[src/rtl/json_status_parser_if.sv]
// json_status_parser_if: the byte-stream input and the decoded-frame outputs
// of the JSON status parser, bundled into one interface.
//   master : byte source / frame consumer (drives rx_*, observes results)
//   slave  : the parser (consumes rx_*, drives results)
// Signals:
//   rx_data[7:0], rx_valid      : received ASCII byte and its one-cycle strobe
//   msg_type[7:0]               : decoded T value
//   left_speed, right_speed     : signed L/R values in hundredths
//   cmd_code[2:0]               : recovered drive command (0..5, 7 = unmatched)
//   out_valid, parse_error      : one-cycle result pulses
//   err_count[ERR_CNT_W-1:0]    : saturating error count
//   frame_active                : a frame is open
interface json_status_parser_if #(
  parameter int ERR_CNT_W = 8
);
  logic [7:0]           rx_data;
  logic                 rx_valid;
  logic [7:0]           msg_type;
  logic signed [15:0]   left_speed;
  logic signed [15:0]   right_speed;
  logic [2:0]           cmd_code;
  logic                 out_valid;
  logic                 parse_error;
  logic [ERR_CNT_W-1:0] err_count;
  logic                 frame_active;

  modport master (
    output rx_data, rx_valid,
    input  msg_type, left_speed, right_speed, cmd_code,
    input  out_valid, parse_error, err_count, frame_active
  );

  modport slave (
    input  rx_data, rx_valid,
    output msg_type, left_speed, right_speed, cmd_code,
    output out_valid, parse_error, err_count, frame_active
  );
endinterface

[src/rtl/json_status_parser.sv]
// json_status_parser: parses {"T":n,"L":sdd.dd,"R":sdd.dd}<LF> frames from a
// UART byte stream into a message type, two signed wheel speeds (hundredths)
// and a recovered 3-bit drive command code.
// Ports:
//   clk    : system clock
//   reset  : synchronous, active-high reset
//   bus    : json_status_parser_if.slave (rx byte stream in, decoded frame out)
// Build option:
//   PARSER_TIMEOUT_EN : when defined, an open frame that sees no byte for
//                       TIMEOUT_CYCLES cycles is aborted with a parse_error.
module json_status_parser #(
  parameter int TIMEOUT_CYCLES = 100000,
  parameter int ERR_CNT_W      = 8
) (
  input logic                 clk,
  input logic                 reset,
  json_status_parser_if.slave bus
);
  localparam logic [7:0] CH_LF = 8'h0A;
  localparam logic [7:0] CH_CR = 8'h0D;

  typedef enum logic [2:0] {
    IDLE, LIT, T_NUM, S_SIGN, S_INT, S_FRAC, EXP_LF, ERR_SYNC
  } state_t;

  state_t             state;
  logic [3:0]         ptr;     // index into "T": "L": "R": (4 chars per field)
  logic [7:0]         t_acc;
  logic [1:0]         dcnt;    // digits seen in the current number part
  logic [13:0]        mag;     // int*100+frac, built as one decimal string
  logic               neg;
  logic signed [15:0] l_val;
  logic signed [15:0] r_val;

  logic [7:0]  b;
  logic        byte_en, is_digit, bad;
  logic [3:0]  digit;
  logic [7:0]  lit_exp;
  logic [11:0] t_next;
  logic [13:0] mag_next;
  logic [15:0] s_val;

  assign b        = bus.rx_data;
  assign byte_en  = bus.rx_valid && (b != CH_CR);
  assign is_digit = (b >= "0") && (b <= "9");
  assign digit    = b[3:0];
  assign t_next   = {4'b0, t_acc} * 12'd10 + {8'b0, digit};
  assign mag_next = mag * 14'd10 + {10'b0, digit};
  assign s_val    = neg ? 16'(-{2'b00, mag}) : {2'b00, mag};

  assign bus.frame_active = (state != IDLE) && (state != ERR_SYNC);

  always_comb begin
    lit_exp = "\"";
    case (ptr[1:0])
      2'd1: lit_exp = (ptr[3:2] == 2'd0) ? "T" : (ptr[3:2] == 2'd1) ? "L" : "R";
      2'd3: lit_exp = ":";
      default: lit_exp = "\"";
    endcase
  end

  // Byte is illegal in the current state. IDLE and ERR_SYNC never flag.
  always_comb begin
    bad = 1'b0;
    if (byte_en) begin
      case (state)
        LIT:    bad = (b != lit_exp);
        T_NUM:  if (is_digit)      bad = (dcnt == 2'd3) || (t_next > 12'd255);
                else if (b == ",") bad = (dcnt == 2'd0);
                else               bad = 1'b1;
        S_SIGN: bad = !(is_digit || (b == "-"));
        S_INT:  if (is_digit)      bad = (dcnt == 2'd2);
                else if (b == ".") bad = (dcnt == 2'd0);
                else               bad = 1'b1;
        S_FRAC: if (is_digit)      bad = (dcnt == 2'd2);
                else if (b == ",") bad = !((dcnt == 2'd2) && (ptr == 4'd8));
                else if (b == "}") bad = !((dcnt == 2'd2) && (ptr == 4'd12));
                else               bad = 1'b1;
        EXP_LF: bad = (b != CH_LF);
        default: bad = 1'b0;
      endcase
    end
  end

  function automatic logic [2:0] cmd_map(input logic [7:0] t,
                                         input logic signed [15:0] l,
                                         input logic signed [15:0] r);
    logic [2:0] c;
    c = 3'd7;
    if (t == 8'd0 && l == 16'sd0 && r == 16'sd0) c = 3'd0;
    else if (t == 8'd1) begin
      if      (l == -16'sd50 && r == -16'sd20) c = 3'd1;
      else if (l == -16'sd25 && r == -16'sd10) c = 3'd2;
      else if (l == -16'sd25 && r == -16'sd25) c = 3'd3;
      else if (l == -16'sd10 && r == -16'sd25) c = 3'd4;
      else if (l == -16'sd20 && r == -16'sd50) c = 3'd5;
    end
    return c;
  endfunction

`ifdef PARSER_TIMEOUT_EN
  localparam int TW = $clog2(TIMEOUT_CYCLES + 1);
  logic [TW-1:0] tcnt;
`endif

  always_ff @(posedge clk) begin
    if (reset) begin
      state           <= IDLE;
      ptr             <= '0;
      t_acc           <= '0;
      dcnt            <= '0;
      mag             <= '0;
      neg             <= 1'b0;
      l_val           <= '0;
      r_val           <= '0;
      bus.msg_type    <= '0;
      bus.left_speed  <= '0;
      bus.right_speed <= '0;
      bus.cmd_code    <= '0;
      bus.out_valid   <= 1'b0;
      bus.parse_error <= 1'b0;
      bus.err_count   <= '0;
`ifdef PARSER_TIMEOUT_EN
      tcnt            <= '0;
`endif
    end else begin
      bus.out_valid   <= 1'b0;
      bus.parse_error <= 1'b0;
      if (byte_en) begin
        if (bad) begin
          bus.parse_error <= 1'b1;
          if (bus.err_count != {ERR_CNT_W{1'b1}}) bus.err_count <= bus.err_count + 1'b1;
          // A '{' that breaks a frame is taken as the start of the next one.
          if (b == "{") begin
            state <= LIT;
            ptr   <= '0;
            t_acc <= '0;
          end else begin
            state <= ERR_SYNC;
          end
        end else begin
          case (state)
            IDLE, ERR_SYNC: begin
              if (b == "{") begin
                state <= LIT;
                ptr   <= '0;
                t_acc <= '0;
              end else if (state == ERR_SYNC && b == CH_LF) begin
                state <= IDLE;
              end
            end
            LIT: begin
              ptr <= ptr + 4'd1;
              if (b == ":") begin
                dcnt  <= '0;
                mag   <= '0;
                neg   <= 1'b0;
                state <= (ptr == 4'd3) ? T_NUM : S_SIGN;
              end
            end
            T_NUM: begin
              if (is_digit) begin
                t_acc <= t_next[7:0];
                dcnt  <= dcnt + 2'd1;
              end else begin
                state <= LIT;
              end
            end
            S_SIGN: begin
              state <= S_INT;
              if (b == "-") begin
                neg <= 1'b1;
              end else begin
                mag  <= {10'b0, digit};
                dcnt <= 2'd1;
              end
            end
            S_INT: begin
              if (is_digit) begin
                mag  <= mag_next;
                dcnt <= dcnt + 2'd1;
              end else begin
                dcnt  <= '0;
                state <= S_FRAC;
              end
            end
            S_FRAC: begin
              if (is_digit) begin
                mag  <= mag_next;
                dcnt <= dcnt + 2'd1;
              end else if (b == ",") begin
                l_val <= s_val;
                state <= LIT;
              end else begin
                r_val <= s_val;
                state <= EXP_LF;
              end
            end
            EXP_LF: begin
              bus.out_valid   <= 1'b1;
              bus.msg_type    <= t_acc;
              bus.left_speed  <= l_val;
              bus.right_speed <= r_val;
              bus.cmd_code    <= cmd_map(t_acc, l_val, r_val);
              state           <= IDLE;
            end
            default: state <= IDLE;
          endcase
        end
      end
`ifdef PARSER_TIMEOUT_EN
      // Counter only advances on byte-free cycles, so an abort can never
      // coincide with a byte-driven commit or error.
      if (bus.rx_valid || !bus.frame_active) begin
        tcnt <= '0;
      end else if (tcnt == TW'(TIMEOUT_CYCLES - 1)) begin
        tcnt            <= '0;
        state           <= IDLE;
        bus.parse_error <= 1'b1;
        if (bus.err_count != {ERR_CNT_W{1'b1}}) bus.err_count <= bus.err_count + 1'b1;
      end else begin
        tcnt <= tcnt + 1'b1;
      end
`endif
    end
  end
endmodule

[src/flat_wrapper.sv]
// flat-port wrapper written by rule: the top's interface ports become plain ports
module json_status_parser_flat 
#(
  parameter int TIMEOUT_CYCLES = 100000,
  parameter int ERR_CNT_W      = 8
)
  (clk, reset, bus_rx_data, bus_rx_valid, bus_msg_type, bus_left_speed, bus_right_speed, bus_cmd_code, bus_out_valid, bus_parse_error, bus_err_count, bus_frame_active);
  json_status_parser_if #(.ERR_CNT_W(ERR_CNT_W)) bus_i ();
  input logic clk;
  input logic reset;
  input wire logic [$bits(bus_i.rx_data)-1:0] bus_rx_data;
  input wire logic [$bits(bus_i.rx_valid)-1:0] bus_rx_valid;
  output wire logic [$bits(bus_i.msg_type)-1:0] bus_msg_type;
  output wire logic [$bits(bus_i.left_speed)-1:0] bus_left_speed;
  output wire logic [$bits(bus_i.right_speed)-1:0] bus_right_speed;
  output wire logic [$bits(bus_i.cmd_code)-1:0] bus_cmd_code;
  output wire logic [$bits(bus_i.out_valid)-1:0] bus_out_valid;
  output wire logic [$bits(bus_i.parse_error)-1:0] bus_parse_error;
  output wire logic [$bits(bus_i.err_count)-1:0] bus_err_count;
  output wire logic [$bits(bus_i.frame_active)-1:0] bus_frame_active;
  assign bus_i.rx_data = bus_rx_data;
  assign bus_i.rx_valid = bus_rx_valid;
  assign bus_msg_type = bus_i.msg_type;
  assign bus_left_speed = bus_i.left_speed;
  assign bus_right_speed = bus_i.right_speed;
  assign bus_cmd_code = bus_i.cmd_code;
  assign bus_out_valid = bus_i.out_valid;
  assign bus_parse_error = bus_i.parse_error;
  assign bus_err_count = bus_i.err_count;
  assign bus_frame_active = bus_i.frame_active;
  json_status_parser #(.TIMEOUT_CYCLES(TIMEOUT_CYCLES), .ERR_CNT_W(ERR_CNT_W)) u_core (.clk(clk), .reset(reset), .bus(bus_i));
endmodule
[config.mk]
export PLATFORM = sky130hd
export DESIGN_NAME = json_status_parser_flat
export DESIGN_NICKNAME = d
export VERILOG_FILES = /design/src/rtl/json_status_parser_if.sv /design/src/rtl/json_status_parser.sv /design/src/flat_wrapper.sv
export SDC_FILE = /design/constraint.sdc
export NUM_CORES = 1
export LEC_CHECK = 0
export ABC_CLOCK_PERIOD_IN_PS = 3800
export CORE_MARGIN = 2
export CORE_UTILIZATION = 55
export CTS_BUF_LIST = sky130_fd_sc_hd__clkbuf_2
export DETAILED_ROUTE_END_ITERATION = 16
export PLACE_DENSITY_LB_ADDON = 0.1
export SYNTH_ARGS = -nofsm -noshare
export SYNTH_HDL_FRONTEND = slang
export SYNTH_SLANG_ARGS = --single-unit
[constraint.sdc]
create_clock -name clk -period 3.8 [get_ports clk]
set_clock_uncertainty 0.2 [all_clocks]
set_input_delay 0.76 -clock clk [delete_from_list [all_inputs] [get_ports clk]]
set_output_delay 0.76 -clock clk [all_outputs]
set_load 0.03 [all_outputs]
; ---- After elaboration in Yosys (flattened, before gate mapping)
; Cells that the tools add are included.
[totals]
ff_bits = 117
inputBits = 11
output_inout_bits = 54
wordCells = 174
[op_classes]
add_sub_neg = 6
mul = 2
n_lt_le_gt_ge = 3
eq_ne = 47
mux = 52
bitwise = 4
n_reduce_logical = 45
[ops]
columns = cell, n
row1 = $eq A16 B6 Y1 const B, 4
row2 = $mux W3, 15
row3 = $mux W14, 3
row4 = $pmux W14 S3, 1
row5 = $eq A16 B5 Y1 const B, 2
row6 = $eq A16 B7 Y1 const B, 2
row7 = $eq A8 B6 Y1 const B, 4
row8 = $logic_not A16 Y1, 2
row9 = $mux W8, 4
row10 = $pmux W8 S2, 2
row11 = $pmux W3 S7, 1
row12 = $reduce_and A6 Y1, 3
row13 = $eq A8 B7 Y1 const B, 2
row14 = $mux W16, 1
row15 = $ne A8 B4 Y1 const B, 2
row16 = $neg A14 Y16, 1
row17 = $reduce_and A5 Y1, 3
row18 = $add A14 B4 Y14, 1
row19 = $mul A14 B3 Y13 const B, 1
row20 = $logic_and A1 B1 Y1, 13
row21 = $mux W1, 13
row22 = $add A12 B4 Y12, 1
row23 = $eq A3 B3 Y1 const B, 4
row24 = $gt A12 B8 Y1 const B, 1
row25 = 41 further kinds, 73

; ---- Logic depth before layout (Yosys ltp)
; Gate-level depths: netlist of run 1.
[depth]
depth_word = 10
depth_mapped = 12
ltp_nobuf = 12

; ---- Least setup slack after synthesis of run 1
; Ideal clock, no wire load.
[synth_timing]
kind = flip-flop to flip-flop
from = reg u_core.t_acc[1]
to = reg u_core.t_acc[0]
setup_time_ns = 0.061
arrival_ns = 3.105
setup_slack_ns = 0.434
stages_incl_launch_ff = 13
path_buffers = 1
period_less_slack_ns = 3.366
path_cell_list = dfxtp_1 > ha_1 > ha_1 > fa_1 > a21o_1 > a21oi_1 > o21bai_1 > a2111oi_2 > o211ai_1 > a211oi_2 > and3b_1 > buf_2 > a22o_1
[synth_via]
elab_chain_cells = 9
elab_cells_between_ends = 11
[synth_lines]
columns = item, line_no
row1 = from (decl), json_status_parser.sv:28  ; logic [7:0] t_acc;
row2 = from (signal assigned), json_status_parser.sv:163  ; t_acc <= t_next[7:0];
row3 = $mul A8 B3 Y11 *, json_status_parser.sv:47  ; assign t_next = {4'b0, t_acc} * 12'd10 + {8'b0, digit};
row4 = $add A12 B4 Y12 *, json_status_parser.sv:47
row5 = $gt A12 B8 Y1 *, json_status_parser.sv:68  ; T_NUM: if (is_digit) bad = (dcnt == 2'd3) || (t_next > 12'd255);
row6 = $logic_or A1 B1 Y1 *, json_status_parser.sv:68
row7 = $mux W1 *, json_status_parser.sv:68
row8 = $pmux W1 S6 *, json_status_parser.sv:66  ; case (state)
row9 = $mux W1 *, json_status_parser.sv:65  ; if (byte_en) begin
row10 = $ne A3 B1 Y1 (no line) or $reduce_bool A3 Y1 (tied branches), -
row11 = $reduce_and A3 Y1 (no line), -
; Every way passes the cells marked *; elsewhere a longest branch is shown, timed or not.
; A chain may end at the register's enable or synchronous reset.

; ---- Final worst setup path of run 1
[layout_timing]
from = reg u_core.t_acc[1]
to = reg u_core.t_acc[6]
[layout_via]
elab_chain_cells = 9
elab_cells_between_ends = 13
[layout_lines]
columns = item, line_no
row1 = $mul A8 B3 Y11 *, json_status_parser.sv:47
row2 = $add A12 B4 Y12 *, json_status_parser.sv:47
row3 = $gt A12 B8 Y1, json_status_parser.sv:68
row4 = $logic_or A1 B1 Y1, json_status_parser.sv:68
row5 = $mux W1, json_status_parser.sv:68
row6 = $pmux W1 S6, json_status_parser.sv:66
row7 = $mux W1, json_status_parser.sv:65
row8 = $ne A3 B1 Y1 (no line) or $reduce_bool A3 Y1 (tied branches), -
row9 = $reduce_and A3 Y1 (no line), -
; Every way passes the cells marked *; elsewhere a longest branch is shown, timed or not. The select of a mux whose other input is x is not followed.

==> impl_metrics.env, run 1 <==
export IMPL_nFillCells=1100
export IMPL_worst_path_dominant_cell_family="compound AO/OA/AOI/OAI gates"
export IMPL_place_congestion=0.945
export IMPL_fp_row_count=41
export IMPL_critPathKind="register to register"
export IMPL_routed_wirelength_mm=17.8
export IMPL_drt_iter0_drc=517
export IMPL_cellLeakagePower_nw=3.71
export IMPL_crit_required_ps=4230
export IMPL_netlist_area_um2=7010
export IMPL_holdCritPathClass="register to register"
export IMPL_pwr_share_seq=0.477
export IMPL_layout_drive_gt1_share=0.116
export IMPL_yosys_area_top_type="dfxtp_1"
export IMPL_fin_setup_tns_ps=0
export IMPL_r2r_slack_ps=170
export IMPL_maxCapViolCount=0
export IMPL_grt_antenna_before_repair=0
export IMPL_power_density_nw_per_um2=322
export IMPL_p_comb_frac=0.224
export IMPL_status="complete, no violations"
export IMPL_via_cell_ratio=5.89
export IMPL_min_period_over_period=0.955
export IMPL_crit_path_end_kind="register"
export IMPL_chip_height_um=117
export IMPL_slew_at_the_pin_with_the_worst_max_slew_slack_ps=735
export IMPL_globalRouteOverflowTotal=0
export IMPL_vdd_ir_drop_worst_mv=0.214
export IMPL_initial_utilization=0.560
export IMPL_clkPwrFrac=0.300
export IMPL_cts_htree_levels=4
export IMPL_postSynthRegisterBits=117
export IMPL_synthTopCellsByCount="117 x dfxtp_1, 91 x nor2_1, 59 x mux2i_1"
export IMPL_maximum_buffer_depth_of_the_clock_tree=2
export IMPL_yosys_warnings=0
export IMPL_die_x_um=117
export IMPL_synth_top_cell_area_share=0.334
export IMPL_post_route_cell_area_um2=8370
export IMPL_cp_common_cell="ha_1"
export IMPL_worst_r2r_cell_count=12
export IMPL_crit_chain="ha_1 > ha_1 > fa_1 > a21o_1 > a21oi_1 > o21bai_1 > a2111oi_2 > o211ai_1 > a211oi_2 > and3b_1 > buf_4 > a22o_1"
export IMPL_fin_crit_ps=3630
export IMPL_hold_depth=2
export IMPL_drt_first_pass_iters=5
export IMPL_areaGrowthSynthToFinish_pct=19.3
export IMPL_intPower_mw=1.81
export IMPL_asyncSetResetFlopFracSynth=0
export IMPL_cts_hold_buffers_added=0
export IMPL_num_vias=6451
export IMPL_post_drt_wl_per_cell_um=16.2
export IMPL_worst_r2r_endpoint="u_core.t_acc[6]"
export IMPL_power_total_mw=2.70
export IMPL_utilization=0.668
export IMPL_synth_seq_area_share=0.334
export IMPL_antenna_cells_inserted=0
export IMPL_cts_post_setup_buffers_inserted=0
export IMPL_worst_setup_hold_path_clk_slew_ps=180
export IMPL_dp_hpwl_mm=13.6
export IMPL_hold_path_start="u_core.bus.cmd_code[2]"
export IMPL_core_area_um2=12500
export IMPL_max_clock_freq_ghz=0.275
export IMPL_hold_violations=0
export IMPL_critical_path_max_stage_delay_ps=410
export IMPL_cpMaxStageDelayCell="fa_1"
export IMPL_grt_max_degree=67
export IMPL_number_of_enable_type_register_cells_in_the_synthesized_netlist=0
export IMPL_cp_data_arrival_time_ps=4060
export IMPL_worst_path_buf_inv=1
export IMPL_finish_net_count=972
export IMPL_setup_viol=0
export IMPL_worst_hold_path_endpoint="u_core.bus.cmd_code[2]"
export IMPL_tritoncts="yes"
export IMPL_grt_setup_unrepaired="false"
export IMPL_final_max_slew_viol_count=0
export IMPL_synth_area_leaders="dfxtp_1 33%, mux2i_1 8.4%, ha_1 8.2%"
export IMPL_synthesis_area_per_instance_um2=8.60
export IMPL_drc=0
export IMPL_cp_max_fo=8
export IMPL_switching_power_total_uw=892
export IMPL_numClockSinks=117
export IMPL_global_route_wire_length_before_repair_mm=29.3
export IMPL_mappedNetlistNets=876
export IMPL_slew_limit_headroom=0.504
export IMPL_insertion_delay_ps=690
export IMPL_cts_made_buffers=17
export IMPL_synth_cells=815
export IMPL_crit_reg2reg_launch="u_core.t_acc[1]"
export IMPL_ios=65
export IMPL_synth_flop_cell="dfxtp_1"
export IMPL_globalRouteTotalUtil=0.272
export IMPL_io_buffer_count=64
export IMPL_start_kind="register"
export IMPL_die_area_um2=13700
export IMPL_clockRootBuffer="clkbuf_2"
export IMPL_yosys_cell_types_count=68
export IMPL_placedInstanceArea_um2=8110
export IMPL_first_global_vias=6202
export IMPL_sw_frac_of_total=0.331
export IMPL_ant_nets=0
export IMPL_post_synth_top_count_cell="dfxtp_1"
[through the flow]
step / hold slack [ps] / std cells / setup slack, ps
global route: 296 / 1096 / 5.47
CTS: 293 / 1096 / 107
finish: 297 / 1096 / 170
floorplan: 282 / 815 / 434
global placement: 261 / 1064 / -82.0
detailed placement: 269 / 1064 / -152
[how the worst max path moves through the flow]
stage | from | cells past startpoint | endpoint
after floorplan | u_core.t_acc[1] | 12 | u_core.t_acc[0]
after global placement | bus_rx_data[1] | 11 | u_core.t_acc[4]
after detailed placement | bus_rx_data[3] | 10 | u_core.r_val[5]
after CTS | u_core.t_acc[1] | 12 | u_core.t_acc[6]
after global routing | u_core.t_acc[1] | 14 | u_core.bus.err_count[5]
final | u_core.t_acc[1] | 12 | u_core.t_acc[6]
[layout make-up]
class | instances | area (µm²) | area share
clock buffer | 17 | 85.1 | 0.0102
tap | 172 | 215 | 0.0257
clock inverter | 15 | 151 | 0.0181
sequential | 117 | 2340 | 0.280
inverter | 20 | 75.1 | 0.00897
timing repair buffer | 122 | 1100 | 0.131
multi-input combinational | 633 | 4400 | 0.525
[layer usage]
layer / global-route usage / vias up / routed length [µm]
met3: 0.0602 / 36 / 986
met4: 0.100 / 0 / 337
met1: 0.343 / 3041 / 7830
li1: - / 3171 / -
met5: 0 / - / 0
met2: 0.458 / 203 / 8650
[placed cells by master, fill, tap and decap left out, drive strengths merged, types with 4 or more instances in the layout]
| cell type | count |
|---|---|
| a211oi | 7 |
| a21o | 5 |
| a21oi | 44 |
| a22o | 10 |
| a31oi | 4 |
| and2 | 4 |
| and3 | 4 |
| buf | 59 |
| clkbuf | 17 |
| clkdlybuf4s50 | 63 |
| clkinv | 4 |
| clkinvlp | 4 |
| dfxtp | 117 |
| fa | 4 |
| ha | 46 |
| inv | 25 |
| mux2i | 59 |
| nand2 | 52 |
| nand2b | 16 |
| nand3 | 22 |
| nand3b | 21 |
| nand4 | 16 |
| nand4b | 5 |
| nor2 | 91 |
| nor2b | 15 |
| nor3 | 20 |
| nor4 | 14 |
| o211ai | 10 |
| o21ai | 43 |
| o21bai | 4 |
| o31ai | 6 |
| or3 | 16 |
| or4 | 6 |
| xnor2 | 23 |
| xor2 | 15 |
[sequential cells by signal, summed over array words and instances (netlist names), 2 cells and up]
signal	count
u_core.bus.msg_type	8
u_core.state	3
u_core.mag	14
u_core.bus.err_count	8
u_core.bus.cmd_code	3
u_core.bus.right_speed	16
u_core.r_val	16
u_core.bus.left_speed	16
u_core.t_acc	8
u_core.ptr	4
u_core.l_val	16
u_core.dcnt	2
[power by group through the flow]
stage / sequential, mW / clock [mW] / combinational [mW]
2_1_floorplan: 1.31 / 0 / 0.368
3_3_place_gp: 1.31 / 0 / 0.578
3_5_place_dp: 1.31 / 0 / 0.591
4_1_cts: 1.28 / 0.826 / 0.596
5_1_grt: 1.29 / 0.891 / 0.654
6_report: 1.29 / 0.809 / 0.603
[cell families (layout without fill, tap and decap cells)]
group / count (synthesis) / after routing / synth area share
simple gates: 318 / 318 / 0.236
flops: 117 / 117 / 0.334
xor+xnor: 39 / 39 / 0.0507
compound gates: 165 / 165 / 0.156
mux: 61 / 61 / 0.0874
fa+ha+maj: 50 / 50 / 0.0935
buf+inv: 65 / 174 / 0.0423
[tightest hold or removal path: stages, from the launching register on]
cell and delay [ps]:
dfxtp_1 350, nand3b_1 80, nand2_1 50
[repair_timing]
action / in CTS / in global routing
endpoints found under the setup margin: 2 / 19
hold endpoints to repair: 0 / 0
pin swaps: 0 / 2
gates resized for setup: 1 / 4
No activity file was read; power rests on OpenSTA's default activity.
==> run 2, diff against run 1 <==
Settings changed: SLEW_MARGIN set to 40.
==> results of run 2 <==
No change in the layout: final DEF, timing and power equal those of run 1.
